==> src/rtl/commit_trace_buffer_pkg.sv <==
// Shared constants, entry layout and helpers for the commit trace buffer.
// Entry layout is {instr, pre_pc, pc} with pc in the least significant bits.
package commit_trace_pkg;

    localparam logic [31:0] EBREAK_INSN = 32'h0010_0073;
    localparam int          TRACE_W     = 160;
    localparam int          DROP_W      = 16;

    localparam int PC_LSB     = 0;
    localparam int PRE_PC_LSB = 64;
    localparam int INSTR_LSB  = 128;

    typedef struct packed {
        logic [31:0] instr;
        logic [63:0] pre_pc;
        logic [63:0] pc;
    } trace_entry_t;

    function automatic logic [DROP_W-1:0] sat_inc(input logic [DROP_W-1:0] v);
        return (v == {DROP_W{1'b1}}) ? v : v + {{(DROP_W-1){1'b0}}, 1'b1};
    endfunction

endpackage

==> src/rtl/commit_trace_buffer_if.sv <==
// Commit-side and trace-side signal bundle; master drives commits and consumer
// controls, slave is the buffer.
interface commit_trace_buffer_if #(
    parameter int DEPTH = 8
);
    localparam int AW = $clog2(DEPTH);

    logic        commit_i_valid;
    logic [31:0] commit_i_instr;
    logic [63:0] commit_i_pc;
    logic [63:0] commit_i_pre_pc;
    logic        trace_i_ready;
    logic        trace_i_clear_ovf;
    logic        trace_o_valid;
    logic [31:0] trace_o_instr;
    logic [63:0] trace_o_pc;
    logic [63:0] trace_o_pre_pc;
    logic [AW:0] trace_o_count;
    logic        trace_o_overflow;
    logic [15:0] trace_o_drops;
    logic [63:0] trace_o_instret;
    logic        trace_o_halt;

    modport master (
        output commit_i_valid, commit_i_instr, commit_i_pc, commit_i_pre_pc,
        output trace_i_ready, trace_i_clear_ovf,
        input  trace_o_valid, trace_o_instr, trace_o_pc, trace_o_pre_pc,
        input  trace_o_count, trace_o_overflow, trace_o_drops, trace_o_instret, trace_o_halt
    );

    modport slave (
        input  commit_i_valid, commit_i_instr, commit_i_pc, commit_i_pre_pc,
        input  trace_i_ready, trace_i_clear_ovf,
        output trace_o_valid, trace_o_instr, trace_o_pc, trace_o_pre_pc,
        output trace_o_count, trace_o_overflow, trace_o_drops, trace_o_instret, trace_o_halt
    );

endinterface

==> src/rtl/commit_trace_buffer_fifo.sv <==
// Show-ahead synchronous FIFO; head data visible the cycle after the push edge.
// Backpressure: push is ignored when full unless a pop happens in the same cycle.
module sync_fifo_fwft #(
    parameter int WIDTH = 160,
    parameter int DEPTH = 8
) (
    input  logic                       clk,
    input  logic                       rst,
    input  logic                       push,
    input  logic [WIDTH-1:0]           push_dat,
    input  logic                       pop,
    output logic [WIDTH-1:0]           pop_dat,
    output logic                       full,
    output logic                       empty,
    output logic [$clog2(DEPTH):0]     count
);
    localparam int AW = $clog2(DEPTH);

    logic [WIDTH-1:0] mem [DEPTH];
    logic [AW:0]      wr_ptr;
    logic [AW:0]      rd_ptr;
    logic             do_push;
    logic             do_pop;

    // Extra pointer MSB distinguishes full from empty when the index bits match.
    assign empty   = (wr_ptr == rd_ptr);
    assign full    = (wr_ptr[AW-1:0] == rd_ptr[AW-1:0]) && (wr_ptr[AW] != rd_ptr[AW]);
    assign do_pop  = pop && !empty;
    assign do_push = push && (!full || do_pop);
    assign count   = wr_ptr - rd_ptr;
    assign pop_dat = mem[rd_ptr[AW-1:0]];

    always_ff @(posedge clk) begin
        if (rst) begin
            wr_ptr <= '0;
            rd_ptr <= '0;
        end else begin
            if (do_push) wr_ptr <= wr_ptr + {{AW{1'b0}}, 1'b1};
            if (do_pop)  rd_ptr <= rd_ptr + {{AW{1'b0}}, 1'b1};
        end
    end

    always_ff @(posedge clk) begin
        if (!rst && do_push) mem[wr_ptr[AW-1:0]] <= push_dat;
    end

endmodule

==> src/rtl/commit_trace_buffer.sv <==
// Retire-record trace FIFO with instret, sticky overflow and drop counter; 1-cycle push-to-head latency.
// Never stalls retire: commits arriving while full (and not popping) are dropped and counted.
// Optional COMMIT_TRACE_EBREAK_HALT_EN: ebreak commit sets sticky halt, later commits are ignored.
module commit_trace_buffer
    import commit_trace_pkg::*;
#(
    parameter int DEPTH = 8
) (
    input  logic                  clk,
    input  logic                  rst,
    commit_trace_buffer_if.slave  bus
);
    localparam int AW = $clog2(DEPTH);

    trace_entry_t      wr_entry;
    logic [TRACE_W-1:0] rd_dat;
    logic              full;
    logic              empty;
    logic [AW:0]       count;
    logic              halt;
    logic              commit_eff;
    logic              push;
    logic              pop;
    logic              drop;
    logic              overflow;
    logic [DROP_W-1:0] drops;
    logic [63:0]       instret;

`ifdef COMMIT_TRACE_EBREAK_HALT_EN
    assign commit_eff = bus.commit_i_valid && !halt;

    // The ebreak itself is still recorded; only commits after it are ignored.
    always_ff @(posedge clk) begin
        if (rst) begin
            halt <= 1'b0;
        end else if (commit_eff && (bus.commit_i_instr == EBREAK_INSN)) begin
            halt <= 1'b1;
        end
    end
`else
    assign commit_eff = bus.commit_i_valid;
    assign halt       = 1'b0;
`endif

    assign pop  = !empty && bus.trace_i_ready;
    assign push = commit_eff && (!full || pop);
    assign drop = commit_eff && full && !pop;

    always_comb begin
        wr_entry        = '0;
        wr_entry.instr  = bus.commit_i_instr;
        wr_entry.pre_pc = bus.commit_i_pre_pc;
        wr_entry.pc     = bus.commit_i_pc;
    end

    sync_fifo_fwft #(
        .WIDTH (TRACE_W),
        .DEPTH (DEPTH)
    ) u_fifo (
        .clk      (clk),
        .rst      (rst),
        .push     (push),
        .push_dat (wr_entry),
        .pop      (pop),
        .pop_dat  (rd_dat),
        .full     (full),
        .empty    (empty),
        .count    (count)
    );

    // A drop in the same cycle as a clear restarts the counter at one.
    always_ff @(posedge clk) begin
        if (rst) begin
            overflow <= 1'b0;
            drops    <= '0;
            instret  <= '0;
        end else begin
            if (drop) begin
                overflow <= 1'b1;
                drops    <= bus.trace_i_clear_ovf ? {{(DROP_W-1){1'b0}}, 1'b1} : sat_inc(drops);
            end else if (bus.trace_i_clear_ovf) begin
                overflow <= 1'b0;
                drops    <= '0;
            end
            if (commit_eff) instret <= instret + 64'd1;
        end
    end

    assign bus.trace_o_valid    = !empty;
    assign bus.trace_o_instr    = rd_dat[INSTR_LSB +: 32];
    assign bus.trace_o_pre_pc   = rd_dat[PRE_PC_LSB +: 64];
    assign bus.trace_o_pc       = rd_dat[PC_LSB +: 64];
    assign bus.trace_o_count    = count;
    assign bus.trace_o_overflow = overflow;
    assign bus.trace_o_drops    = drops;
    assign bus.trace_o_instret  = instret;
    assign bus.trace_o_halt     = halt;

endmodule

==> src/flat_wrapper.sv <==
// flat-port wrapper written by rule: the top's interface ports become plain ports
module commit_trace_buffer_flat import commit_trace_pkg::*;
#(
    parameter int DEPTH = 8
)
  (clk, rst, bus_commit_i_valid, bus_commit_i_instr, bus_commit_i_pc, bus_commit_i_pre_pc, bus_trace_i_ready, bus_trace_i_clear_ovf, bus_trace_o_valid, bus_trace_o_instr, bus_trace_o_pc, bus_trace_o_pre_pc, bus_trace_o_count, bus_trace_o_overflow, bus_trace_o_drops, bus_trace_o_instret, bus_trace_o_halt);
  commit_trace_buffer_if #(.DEPTH(DEPTH)) bus_i ();
  input  logic clk;
  input  logic rst;
  input wire logic [$bits(bus_i.commit_i_valid)-1:0] bus_commit_i_valid;
  input wire logic [$bits(bus_i.commit_i_instr)-1:0] bus_commit_i_instr;
  input wire logic [$bits(bus_i.commit_i_pc)-1:0] bus_commit_i_pc;
  input wire logic [$bits(bus_i.commit_i_pre_pc)-1:0] bus_commit_i_pre_pc;
  input wire logic [$bits(bus_i.trace_i_ready)-1:0] bus_trace_i_ready;
  input wire logic [$bits(bus_i.trace_i_clear_ovf)-1:0] bus_trace_i_clear_ovf;
  output wire logic [$bits(bus_i.trace_o_valid)-1:0] bus_trace_o_valid;
  output wire logic [$bits(bus_i.trace_o_instr)-1:0] bus_trace_o_instr;
  output wire logic [$bits(bus_i.trace_o_pc)-1:0] bus_trace_o_pc;
  output wire logic [$bits(bus_i.trace_o_pre_pc)-1:0] bus_trace_o_pre_pc;
  output wire logic [$bits(bus_i.trace_o_count)-1:0] bus_trace_o_count;
  output wire logic [$bits(bus_i.trace_o_overflow)-1:0] bus_trace_o_overflow;
  output wire logic [$bits(bus_i.trace_o_drops)-1:0] bus_trace_o_drops;
  output wire logic [$bits(bus_i.trace_o_instret)-1:0] bus_trace_o_instret;
  output wire logic [$bits(bus_i.trace_o_halt)-1:0] bus_trace_o_halt;
  assign bus_i.commit_i_valid = bus_commit_i_valid;
  assign bus_i.commit_i_instr = bus_commit_i_instr;
  assign bus_i.commit_i_pc = bus_commit_i_pc;
  assign bus_i.commit_i_pre_pc = bus_commit_i_pre_pc;
  assign bus_i.trace_i_ready = bus_trace_i_ready;
  assign bus_i.trace_i_clear_ovf = bus_trace_i_clear_ovf;
  assign bus_trace_o_valid = bus_i.trace_o_valid;
  assign bus_trace_o_instr = bus_i.trace_o_instr;
  assign bus_trace_o_pc = bus_i.trace_o_pc;
  assign bus_trace_o_pre_pc = bus_i.trace_o_pre_pc;
  assign bus_trace_o_count = bus_i.trace_o_count;
  assign bus_trace_o_overflow = bus_i.trace_o_overflow;
  assign bus_trace_o_drops = bus_i.trace_o_drops;
  assign bus_trace_o_instret = bus_i.trace_o_instret;
  assign bus_trace_o_halt = bus_i.trace_o_halt;
  commit_trace_buffer #(.DEPTH(DEPTH)) u_core (.clk(clk), .rst(rst), .bus(bus_i));
endmodule
==> config.mk <==
export PLATFORM = sky130hd
export DESIGN_NAME = commit_trace_buffer_flat
export DESIGN_NICKNAME = d
export VERILOG_FILES = /design/src/rtl/commit_trace_buffer_pkg.sv /design/src/rtl/commit_trace_buffer_if.sv /design/src/rtl/commit_trace_buffer_fifo.sv /design/src/rtl/commit_trace_buffer.sv /design/src/flat_wrapper.sv
export SDC_FILE = /design/constraint.sdc
export NUM_CORES = 1
export LEC_CHECK = 0
export BUFFER_PORTS_ARGS = -buffer_cell sky130_fd_sc_hd__clkbuf_2
export CAP_MARGIN = 10
export CORE_ASPECT_RATIO = 0.6
export CORE_MARGIN = 8
export CORE_UTILIZATION = 25
export DETAILED_ROUTE_END_ITERATION = 7
export GPL_TIMING_DRIVEN = 0
export PLACE_DENSITY = 0.41
export REMOVE_ABC_BUFFERS = 1
export SETUP_SLACK_MARGIN = 0.1
export SYNTH_ARGS = -nofsm -noshare
export SYNTH_HDL_FRONTEND = slang
export SYNTH_SLANG_ARGS = --single-unit
==> constraint.sdc <==
create_clock -name clk -period 14.62 [get_ports clk]
set_input_delay 0.731 -clock clk [delete_from_list [all_inputs] [get_ports clk]]
set_output_delay 0.731 -clock clk [all_outputs]
set_load 0.01 [all_outputs]
==> results by group <==
Worst hold path
  – Worst min-delay path class: in2reg
  – Hold Startpoint: bus_commit_i_pre_pc[43]

Finish
  – Design area: ~64000 sq um
  – Non-filler cells in the finished layout: ~5800
  – Area grow syn2layout: 22.58%
  – Area occupied by multi-input gates: roughly 12000 sq um
  – Share of layout cells above drive strength 1: ~40%
  – Final-layout fill cell count: approximately 20000
  – Most common cell after layout, fill and taps aside: edfxtp_1
  – Nets: ~3100
  – Most frequent cells in the layout: edfxtp_1, clkbuf_2, mux4_2
  – Storage element area: slightly above 40000 sq um

Synth
  – Post-Synth Simple-Gate Area: 2.670%
  – Largest family of logic cells by synthesized area: multiplexers
  – FFs w/ async S/R, synth: 0%
  – Netlist cell types: between 50 and 60
  – Yosys warning total: 0
  – Synth Area per Inst: approximately 22 sq um
  – Top FF cell, synth: edfxtp_1
  – Synth Area in XOR/XNOR: less than 1%
  – Mapped Area: approximately 52000 sq um
  – Sequential fraction of the synthesis area: 77.09%
  – Multiplexer share of the synthesized area: roughly 17%
  – Mapped Cells: 2386
  – Register bit total from synthesis: between 1000 and 1500
  – Post-synthesis compound-gate area fraction: less than 1%
  – Post-synth EDFFs: 1280
  – Adder-Cell Fraction of Synth Area: less than 1%

Route
  – Drt wl/cell: approximately 23 microns
  – Met2 WL: 63590 microns
  – Final WL: approximately 130000 microns
  – Detail Route Antenna Nets: 0
  – WL met3: 6300 microns
  – # DRC: 0
  – Vias after detailed routing: between 20000 and 30000
  – Average vias per placed instance: 4.305
  – Iter 0 DRT Violations: 1600
  – DRT met1 WL: between 50000 and 60000 microns
  – DRT Pass-1 Iters: 5
  – Highest routed layer: met5

Clock tree
  – Inserted Clock Buffers: ~150
  – Clock tree buffer depth: 4
  – Worst-path clk slew: 0.06 ns
  – CTS tree: yes
  – CTS resizes: 0
  – Later-pin clock latency in the skew report: a little under 0.8 ns
  – Clock root buffer: clkbuf_16
  – CTS hold repair buffers: 0
  – Setup Fix Bufs, Post-CTS: 0
  – TritonCTS Sinks: approximately 1400
  – H-Tree Depth: 4

Timing
  – Final hold vios: 0
  – Minimum clock period: roughly 4.3 ns
  – RSZ-0062 raised after global routing: no
  – Final setup TNS: 0 ns
  – Max Clock Freq: approximately 230 MHz
  – Worst Skew: roughly 0.037 ns
  – Worst Tran Pin Value: ~1.1 ns
  – Final Cycle Share: approximately 29%
  – Final WS setup: ~10 ns
  – Setup Viol. Count Final: 0
  – Slew HR: 29.24%
  – Slew Limit Fails: 0

Place
  – Pre-CTS WS: 10.28 ns
  – Area after DPL: 59660 sq um
  – DP Cell Count: between 5000 and 6000
  – Port Buf Inserts: 410
  – Hpwl dp: approximately 86000 microns
  – Placer Congestion: slightly above 0.7

Worst setup path
  – CP endpoint kind: register
  – WP buf/inv: 9
  – CP Launch Type: register
  – Critical R2R Launch: u_core.u_fifo.wr_ptr[0]
  – Crit-path slowest cell: nor3_2
  – Kind of critical path: reg2reg
  – Crit path arrival time: between 4 and 5 ns
  – Critical Path RT: between 15 and 20 ns
  – Crit-path cells: inv_1 > ha_1 > and4b_1 > a21bo_2 > or3_1 > nor3_2 > buf_6 > buf_6 > buf_6 > buf_6 > buf_6 > buf_8 > buf_6 > buf_6
  – Crit-path leading delay family: buffers and inverters
  – Max stage delay on crit path: about 0.67 ns
  – Critical Path Most Common Cell: buf_6
  – Crit path launch: u_core.u_fifo.wr_ptr[0]
  – CP max FO: 9

Global route
  – Largest net degree at the start of global routing: 60
  – First-pass GRT wire length: a little under 200000 microns
  – Overall routing resource usage: about 12%
  – Vias in the first global route: 26420
  – Initial antenna violation count: 13
  – Global route overflow: 0

Floorplan
  – Cell row count: 130
  – Core area: ~210000 sq um
  – Boundary pin count: a little over 400
  – Die area: 224400 sq um
  – Die W: 606.2 microns
  – Initial Util: about 25%
  – Die H: 370.1 microns

Power
  – P_leak: 20.07 nW
  – Peak supply drop: about 0.088 mV
  – Tot Pwr: 0.008946 W
  – Pwr Density: ~140 nW/um^2

Run
  – Max_cap viols: 0

Outcome
  – Status: completed
## where the power goes
group          total, W  switching (W)  internal (W)
Combinational   0.00109       0.000530      0.000560
Sequential      0.00438      0.0000364       0.00434
Clock           0.00347        0.00152       0.00196
Total           0.00895        0.00208       0.00686
## Yosys cell counts, drive strengths merged (17+ instances only)
master	instances	share of area, %
a21oi	43	0.41
buf	43	0.35
clkbuf	68	0.51
dfxtp	92	3.5
edfxtp	1280	74
inv	17	0.12
mux2	161	3.5
mux4	320	14
nand2	41	0.29
nand3	33	0.33
nand4	28	0.35
nor2	63	0.45
o21ai	27	0.26
or3	28	0.34
xnor2	22	0.37
xor2	25	0.42
## final cells by class
| class | count | share of cell area (%) |
|---|---|---|
| Multi-Input combinational cell | 886 | 17.98 |
| Tap cell | 2772 | 5.415 |
| Inverter | 17 | 0.09963 |
| Antenna cell | 8 | 0.03126 |
| Clock inverter | 69 | 0.7326 |
| Timing Repair Buffer | 535 | 6.752 |
| Sequential cell | 1372 | 62.91 |
| Clock buffer | 186 | 6.085 |
## state kept, by name, summed over array words and instances, names as in the netlist, named ones only
signal / count
u_core.bus.trace_o_drops: 16
u_core.bus.trace_o_instret: 64
u_core.bus.trace_o_overflow: 1
u_core.u_fifo.mem: 1280
u_core.u_fifo.rd_ptr: 4
u_core.u_fifo.wr_ptr: 4
## per-stage QoR
stage          util, %  hold slack (ns)
2_1_floorplan        -           0.4882
5_1_grt          30.71           0.1774
6_report         30.71           0.2413
3_3_place_gp     27.49           0.4790
3_5_place_dp     28.61           0.4884
4_1_cts          30.70           0.1357
## cell families (layout without fill, tap and decap cells)
kind of cell	count (synthesis)	after routing
xor+xnor	47	47
mux	482	482
compound gates	90	90
fa+ha+maj	8	8
buf+inv	128	807
simple gates	258	258
flops	1372	1372
other cells	1	9
## final timing paths
| path | end | slack (ns) | cells past startpoint |
|---|---|---|---|
| worst max-delay path | u_core.u_fifo.mem[0][22] | 10.34 | 14 |
| worst max register to register | u_core.u_fifo.mem[0][22] | 10.34 | 14 |
| worst min-delay path | u_core.u_fifo.mem[1][107] | 0.24 | 1 |
| worst min register to register | u_core.bus.trace_o_instret[47] | 0.50 | 2 |
## layer usage
| metal | track usage (%) | vias up |
|---|---|---|
| met3 | 2.666 | 195 |
| met1 | 15.58 | 13350 |
| met5 | 0 | - |
| li1 | - | 11120 |
| met2 | 18.70 | 489 |
| met4 | 3.026 | 4 |
(Power assumes the default switching activity.)
